$ cat src/rtl/psec5_spi_pkg.sv
// Shared types and command-byte field positions for the SPI register-file controller.
package psec5_spi_pkg;

    typedef enum logic [1:0] {
        IDLE  = 2'd0,
        WRITE = 2'd1,
        READ  = 2'd2,
        DROP  = 2'd3
    } state_e;

    localparam int CMD_WRITE_BIT = 7;
    localparam int CMD_ADDR_MSB  = 6;

endpackage

$ cat src/rtl/spi_reg_file_ctrl_reg_bank.sv
// NUM_REGS x 8 configuration register array with one write port, a registered
// read port that returns zero when not enabled, and a flat view of all registers.
module reg_bank #(
    parameter int NUM_REGS = 16,
    parameter int ADDR_W   = $clog2(NUM_REGS)
) (
    input  logic                  clk_i,
    input  logic                  rst_ni,
    input  logic                  we_i,
    input  logic [ADDR_W-1:0]     waddr_i,
    input  logic [7:0]            wdata_i,
    input  logic                  re_i,
    input  logic [ADDR_W-1:0]     raddr_i,
    output logic [7:0]            rdata_o,
    output logic [8*NUM_REGS-1:0] regs_o
);

    logic [7:0] mem_q [NUM_REGS];
    logic [7:0] rdata_q;

    always_ff @(posedge clk_i or negedge rst_ni) begin
        if (!rst_ni) begin
            for (int k = 0; k < NUM_REGS; k++) begin
                mem_q[k] <= 8'h00;
            end
        end else if (we_i) begin
            mem_q[waddr_i] <= wdata_i;
        end
    end

    always_ff @(posedge clk_i or negedge rst_ni) begin
        if (!rst_ni) begin
            rdata_q <= 8'h00;
        end else begin
            rdata_q <= re_i ? mem_q[raddr_i] : 8'h00;
        end
    end

    for (genvar k = 0; k < NUM_REGS; k++) begin : g_flat
        assign regs_o[8*k +: 8] = mem_q[k];
    end

    assign rdata_o = rdata_q;

endmodule

$ cat src/rtl/spi_reg_file_ctrl.sv
// Byte-level SPI command parser: first byte of a frame selects read/write and a
// start address, following bytes stream into or out of the register bank.
module spi_reg_file_ctrl
    import psec5_spi_pkg::*;
#(
    parameter int NUM_REGS = 16,
    parameter int ADDR_W   = $clog2(NUM_REGS)
) (
    input  logic                  sclk,
    input  logic                  rstn,
    input  logic [7:0]            byte_in,
    input  logic                  byte_valid,
    input  logic                  frame_end,
    output logic [8*NUM_REGS-1:0] reg_out,
    output logic [7:0]            rd_data,
    output logic                  wr_strobe,
    output logic [ADDR_W-1:0]     wr_addr,
    output logic                  addr_err
);

    localparam logic [7:0]        NUM_REGS_W = 8'(NUM_REGS);
    localparam logic [ADDR_W-1:0] PTR_LAST   = ADDR_W'(NUM_REGS - 1);

    state_e              state_q, state_d;
    logic [ADDR_W-1:0]   ptr_q, ptr_d;
    logic [ADDR_W-1:0]   ptr_inc;
    logic                addr_err_q, addr_err_d;
    logic                wr_strobe_q, wr_strobe_d;
    logic [ADDR_W-1:0]   wr_addr_q, wr_addr_d;
    logic                bank_we;
    logic                bank_re;
    logic                start_legal;

    // Pointer wraps at NUM_REGS, which need not be a power of two.
    assign ptr_inc     = (ptr_q == PTR_LAST) ? '0 : ptr_q + ADDR_W'(1);
    assign start_legal = ({1'b0, byte_in[CMD_ADDR_MSB:0]} < NUM_REGS_W);

    always_comb begin
        state_d     = state_q;
        ptr_d       = ptr_q;
        addr_err_d  = addr_err_q;
        wr_strobe_d = 1'b0;
        wr_addr_d   = wr_addr_q;
        bank_we     = 1'b0;

        if (frame_end) begin
            state_d    = IDLE;
            ptr_d      = '0;
            addr_err_d = 1'b0;
        end else if (byte_valid) begin
            unique case (state_q)
                IDLE: begin
                    if (start_legal) begin
                        ptr_d   = byte_in[ADDR_W-1:0];
                        state_d = byte_in[CMD_WRITE_BIT] ? WRITE : READ;
                    end else begin
                        state_d    = DROP;
                        addr_err_d = 1'b1;
                    end
                end
                WRITE: begin
                    bank_we     = 1'b1;
                    wr_strobe_d = 1'b1;
                    wr_addr_d   = ptr_q;
                    ptr_d       = ptr_inc;
                end
                READ: begin
                    ptr_d = ptr_inc;
                end
                DROP: begin
                end
                default: begin
                    state_d = IDLE;
                end
            endcase
        end
    end

    // Readback tracks the pointer only while a read frame is active, else zero.
    assign bank_re = (state_d == READ);

    always_ff @(posedge sclk or negedge rstn) begin
        if (!rstn) begin
            state_q     <= IDLE;
            ptr_q       <= '0;
            addr_err_q  <= 1'b0;
            wr_strobe_q <= 1'b0;
            wr_addr_q   <= '0;
        end else begin
            state_q     <= state_d;
            ptr_q       <= ptr_d;
            addr_err_q  <= addr_err_d;
            wr_strobe_q <= wr_strobe_d;
            wr_addr_q   <= wr_addr_d;
        end
    end

    reg_bank #(
        .NUM_REGS (NUM_REGS),
        .ADDR_W   (ADDR_W)
    ) u_reg_bank (
        .clk_i   (sclk),
        .rst_ni  (rstn),
        .we_i    (bank_we),
        .waddr_i (ptr_q),
        .wdata_i (byte_in),
        .re_i    (bank_re),
        .raddr_i (ptr_d),
        .rdata_o (rd_data),
        .regs_o  (reg_out)
    );

    assign wr_strobe = wr_strobe_q;
    assign wr_addr   = wr_addr_q;
    assign addr_err  = addr_err_q;

endmodule

$ cat config.mk
export PLATFORM = sky130hd
export DESIGN_NAME = spi_reg_file_ctrl
export DESIGN_NICKNAME = d
export VERILOG_FILES = /design/src/rtl/psec5_spi_pkg.sv /design/src/rtl/spi_reg_file_ctrl_reg_bank.sv /design/src/rtl/spi_reg_file_ctrl.sv
export SDC_FILE = /design/constraint.sdc
export NUM_CORES = 1
export LEC_CHECK = 0
export CORE_MARGIN = 3
export CORE_UTILIZATION = 50
export DETAILED_ROUTE_END_ITERATION = 8
export PLACE_DENSITY = 0.79
export SYNTH_ARGS = -nofsm -noshare
export SYNTH_HDL_FRONTEND = slang
export SYNTH_SLANG_ARGS = --single-unit
$ cat constraint.sdc
create_clock -name sclk -period 5.9 [get_ports sclk]
set_input_delay 0.59 -clock sclk [delete_from_list [all_inputs] [get_ports sclk]]
set_output_delay 0.59 -clock sclk [all_outputs]
set_load 0.005 [all_outputs]
==> results_dict.tcl, run 1 <==
set metrics [dict create \
    period_minus_slack_ns 3.91 \
    cpLargestDelayFamily "buffers and inverters" \
    cts_root_buf "clkbuf_16" \
    critPathLaunchType "input port" \
    synth_compound_area_frac 0.0627 \
    postRouteAntennaNets 0 \
    regToRegSetupSlack_ns 2.42 \
    core_mm2 0.0134 \
    dr.pass1.iters 6 \
    num_io_pins 154 \
    drc 0 \
    finalSetupViolations 0 \
    min_period_over_period 0.663 \
    hold_viol_final 0 \
    cts_setup_buffers 0 \
    vias_per_cell 6.09 \
    max_slew.worst_pin.slew_ns 1.18 \
    p_leak_nw 4.03 \
    synth-simple-area-share 0.0578 \
    netlist_top_cells_count "dfrtp_1 (148), mux2_2 (133), nand2_1 (31)" \
    rr_startpoint "state_q[0]" \
    min_path_type "in2async" \
    layout-drive-gt1-share 0.282 \
    ys_seq_area_frac 0.535 \
    gp_routability_congestion 0.968 \
    synth_area_leader_cell "dfrtp_1" \
    cpMaxStageDelayCell "clkdlybuf4s50_1" \
    synth_ff_type "dfrtp_1" \
    synth_top_area_share 0.535 \
    synth_area_mm2 0.00693 \
    synthArstFlopShare 1.00 \
    grt_overflow_total 0 \
    cts_hold_buf 0 \
    io_buffers 153 \
    routed-via-count 5125 \
    fin_nets 674 \
    fillers 952 \
    gr-usage-all-layers 0.271 \
    cp-end-kind "register" \
    htree_levels 4 \
    dr.first_iter.drc_count 629 \
    drt-wirelength-per-cell_um 23.7 \
    synth-xor-area-share 0.00126 \
    die_w_um 124 \
    rsz0062_at_grt "false" \
    post_cts_resize_count 0 \
    synth_fp_nets 526 \
    peakVddDrop_uv 192 \
    critPathKind "in2reg" \
    stdcell_area_mm2 0.00914 \
    synth_top_family_by_area "multiplexers" \
    synth_cells 507 \
    holdWs_ns 0.197 \
    grt_max_degree 78 \
    path_clk_slew_ns 0.06 \
    start_util 0.517 \
    clock-sinks 148 \
    synth_edf_count 0 \
    maxCapViolations 0 \
    cp.depth 8 \
    slew_headroom 0.207 \
    placed_area_mm2 0.00854 \
    die_area_mm2 0.0153 \
    syn2layout_area_growth_pct 31.9 \
    grt_pass1_wl_um 30500 \
    yosysMostFrequentCell "dfrtp_1" \
    grt_pass1_vias 5323 \
    place_hpwl_um 13700 \
    die_h_um 124 \
    antenna_found_initial 0 \
    synth_cell_types 50 \
    yosysWarnings 0 \
    register_area_mm2 0.00370 \
    clockBufferDepth 2 \
    worstPathArrival_ns 4.20 \
    cp-startpoint "byte_in[6]" \
    yosys-top-cells-area "dfrtp_1 (53%), mux2_2 (22%), mux4_2 (3.9%), mux2i_1 (3.2%), nand2_1 (1.7%)" \
    fmax_mhz 256 \
    cp.required_ns 6.19 \
    rows 42 \
    cts_tree "yes" \
    insertion_delay_ns 0.42 \
    setup_tns_ns 0 \
    synth_seq_cells 148 \
    synth_fa_ha_area_frac 0.0126 \
    p_per_area_mw_per_mm2 283 \
    reg2reg_to "u_reg_bank.rdata_o[4]" \
    critPathMaxStageDelay_ns 0.86 \
    critPathBufInv 2 \
    avgSynthCellArea_um2 13.7 \
    synth.area.mux_share 0.299 \
    final.setup_skew_ns 0.00586 \
    n_antenna_cell 0 \
    crit_fanout 36 \
    status "completed" \
    drt_wl_total_um 20000 \
    r2r_cells 8 \
    cts-buffers-inserted 17 \
    cp_cell_sequence "clkdlybuf4s50_1 -> nor3_2 -> nand4_1 -> a31oi_4 -> buf_4 -> mux2_2 -> a211oi_1 -> nand2_1" \
    slew_violations 0 \
    multi_input_area_mm2 0.00302 \
]
how the worst max path moves through the flow:
stage,endpoint,slack (ns)
finish,u_reg_bank.rdata_o[4],1.99
global route,u_reg_bank.rdata_o[5],1.83
CTS,u_reg_bank.rdata_o[4],2.05
detailed placement,u_reg_bank.rdata_o[4],1.62
global placement,u_reg_bank.rdata_o[4],1.68
floorplan,u_reg_bank.rdata_o[0],3.33
layout make-up:
cell class | count | share of cell area
Tap cell | 176 | 0.0241
Clock buffer | 27 | 0.0583
Clock inverter | 3 | 0.00712
Sequential cell | 148 | 0.405
Inverter | 11 | 0.00534
Timing Repair Buffer | 155 | 0.169
Multi-Input combinational cell | 322 | 0.330
cell families (layout without fill, tap and decap cells):
family	Yosys count	in the layout
AO/OA/AOI/OAI	59	59
multiplexers	171	171
flip-flops	148	148
adder cells (fa/ha/maj)	7	7
AND/OR/NAND/NOR	84	84
XOR/XNOR	1	1
buffers and inverters	37	196
routing by layer:
layer | wire [um] | up-vias | track usage
met5 | 0 | - | 0
met4 | 381 | 0 | 0.0934
met3 | 1550 | 36 | 0.0718
met2 | 9890 | 263 | 0.433
met1 | 8160 | 2645 | 0.360
li1 | - | 2181 | -
registers in the layout (all words and copies together), names as in the netlist:
| signal | flops |
|---|---|
| ptr_q | 4 |
| u_reg_bank.rdata_o | 8 |
| u_reg_bank.regs_o | 128 |
| state_q | 2 |
| wr_addr | 4 |
| addr_err | 1 |
| wr_strobe | 1 |
stage by stage:
stage                util  worst slack, ns  power (W)  instances
floorplan               -             3.33    0.00132        507
global placement    0.637             1.68    0.00151        812
detailed placement  0.637             1.62    0.00152        812
CTS                 0.682             2.05    0.00260        842
global route        0.682             1.83    0.00268        842
finish              0.682             1.99    0.00259        842
where the power goes:
group | switching [W] | internal, W
logic | 0.000152 | 0.000209
registers | 0.0000650 | 0.00108
clock network | 0.000385 | 0.000696
cells in the final DEF, fill, tap and decap left out, drive strengths merged, types with 2 or more instances in the layout:
master | synthesis | final
a211oi | 9 | 9
a21oi | 6 | 6
a22oi | 7 | 7
a311oi | 3 | 3
a31oi | 3 | 3
a32oi | 5 | 5
and2 | 2 | 2
buf | 15 | 3
bufinv | 0 | 2
clkbuf | 11 | 27
clkdlybuf4s50 | 0 | 152
dfrtp | 148 | 148
ha | 7 | 7
inv | 11 | 11
mux2 | 135 | 135
mux2i | 22 | 22
mux4 | 14 | 14
nand2 | 31 | 31
nand2b | 2 | 2
nand3 | 7 | 7
nand4 | 4 | 4
nand4b | 2 | 2
nor2 | 30 | 30
nor3 | 3 | 3
o21ai | 8 | 8
o22ai | 8 | 8
o311a | 2 | 2
Power figures use the tool's default switching activity.
==> run 2: changes to the inputs <==
--- a/config.mk
+++ b/config.mk
@@ -6,9 +6,9 @@
 export NUM_CORES = 1
 export LEC_CHECK = 0
 export CORE_MARGIN = 3
-export CORE_UTILIZATION = 50
+export CORE_UTILIZATION = 46
 export DETAILED_ROUTE_END_ITERATION = 8
-export PLACE_DENSITY = 0.79
+export PLACE_DENSITY = 0.77
 export SYNTH_ARGS = -nofsm -noshare
 export SYNTH_HDL_FRONTEND = slang
 export SYNTH_SLANG_ARGS = --single-unit
==> constraint.sdc (replaced) <==
create_clock -name sclk -period 3.4 [get_ports sclk]
set_input_delay 0.34 -clock sclk [delete_from_list [all_inputs] [get_ports sclk]]
set_output_delay 0.34 -clock sclk [all_outputs]
set_load 0.005 [all_outputs]
==> results_dict.tcl, run 2 (synthesized netlist as in run 1, its figures left out) <==
set metrics [dict create \
    status "completed" \
    placed_area_mm2 0.00880 \
    start_util 0.473 \
    cpMaxStageDelayCell "mux4_1" \
    layout-drive-gt1-share 0.312 \
    antenna_found_initial 0 \
    p_leak_nw 4.17 \
    grt_pass1_vias 5490 \
    post_cts_resize_count 0 \
    critPathMaxStageDelay_ns 0.61 \
    grt_pass1_wl_um 32200 \
    postRouteAntennaNets 0 \
    fin_nets 704 \
    min_period_over_period 0.905 \
    cp_cell_sequence "inv_1 -> ha_1 -> o311a_1 -> a31oi_1 -> a311o_2 -> inv_4 -> mux4_1 -> a22oi_1 -> nand2_1" \
    reg2reg_to "u_reg_bank.rdata_o[7]" \
    die_area_mm2 0.0166 \
    core_mm2 0.0146 \
    stdcell_area_mm2 0.00937 \
    power_w 0.00447 \
    rsz0062_at_grt "false" \
    clock-sinks 148 \
    r2r_cells 9 \
    slew_headroom 0.321 \
    syn2layout_area_growth_pct 35.3 \
    largest_reg_flops 128 \
    place_hpwl_um 14700 \
    clockBufferDepth 2 \
    min_path_type "in2async" \
    period_minus_slack_ns 3.08 \
    rows 44 \
    cts_tree "yes" \
    critPathKind "reg2reg" \
    cp-end-kind "register" \
    critPathLaunchType "register" \
    gp_routability_congestion 0.941 \
    crit_fanout 23 \
    mostFrequentLayoutCell "clkdlybuf4s50_1" \
    maxCapViolations 0 \
    holdWs_ns 0.0234 \
    insertion_delay_ns 0.42 \
    vias_per_cell 5.86 \
    dr.pass1.iters 5 \
    cts-buffers-inserted 17 \
    grt_max_degree 109 \
    finish.utilization 0.640 \
    critPathBufInv 2 \
    io_buffers 153 \
    drc 0 \
    worstPathArrival_ns 3.38 \
    max_slew.worst_pin.slew_ns 1.02 \
    regToRegSetupSlack_ns 0.32 \
    htree_levels 4 \
    p_per_area_mw_per_mm2 477 \
    path_clk_slew_ns 0.06 \
    slew_violations 0 \
    setup_tns_ns 0 \
    peakVddDrop_uv 339 \
    cp-startpoint "state_q[1]" \
    cts_root_buf "clkbuf_16" \
    drt-wirelength-per-cell_um 23.6 \
    cp.required_ns 3.70 \
    routed-via-count 5168 \
    cpLargestDelayFamily "compound AO/OA/AOI/OAI gates" \
    cts_hold_buf 0 \
    die_h_um 129 \
    rr_startpoint "state_q[1]" \
    dr.first_iter.drc_count 366 \
    final_cell_mix "clkdlybuf4s50_1 (152), dfrtp_1 (148), mux2_2 (133), nand2_1 (31)" \
    num_io_pins 154 \
    grt_overflow_total 0 \
    fmax_mhz 325 \
    hold_viol_final 0 \
    drt_wl_total_um 20800 \
    cts_setup_buffers 0 \
    die_w_um 129 \
    final.setup_skew_ns 0.0118 \
    n_antenna_cell 0 \
    finalSetupViolations 0 \
    gr-usage-all-layers 0.260 \
]
## run 2: stage by stage
step                cells  setup slack (ns)
floorplan             507             0.964
global placement      850             0.206
detailed placement    850             0.197
CTS                   882             0.324
global route          882            0.0993
finish                882             0.323
## run 2: per-layer routing
layer | vias to the layer above | track usage | part of all wire
met5 | - | 0 | 0
met4 | 0 | 0.0797 | 0.025
met3 | 38 | 0.0797 | 0.063
met2 | 205 | 0.419 | 0.50
met1 | 2685 | 0.340 | 0.42
li1 | 2240 | - | -
## run 2: cell type report
| class | count | area [um2] |
|---|---|---|
| fillers | 1121 | 5280 |
| flip-flops and latches | 148 | 3700 |
| multi-input cells | 322 | 3020 |
| repair buffers | 185 | 1800 |
| clock buffers | 24 | 472 |
| well taps | 184 | 230 |
| clock inverters | 8 | 100 |
| inverters | 11 | 48.8 |
## run 2: power by group
part	internal, W	switching (W)	total [W]
Combinational	0.000379	0.000275	0.000654
Clock	0.00112	0.000705	0.00182
Sequential	0.00187	0.000117	0.00199
## run 2: worst max-delay path by stage
stage	to	depth (start not counted)	slack, ns
floorplan	u_reg_bank.rdata_o[0]	10	0.96
global placement	u_reg_bank.rdata_o[7]	8	0.21
detailed placement	u_reg_bank.rdata_o[7]	8	0.20
CTS	u_reg_bank.rdata_o[7]	9	0.32
global route	u_reg_bank.rdata_o[7]	9	0.1
finish	u_reg_bank.rdata_o[7]	9	0.32
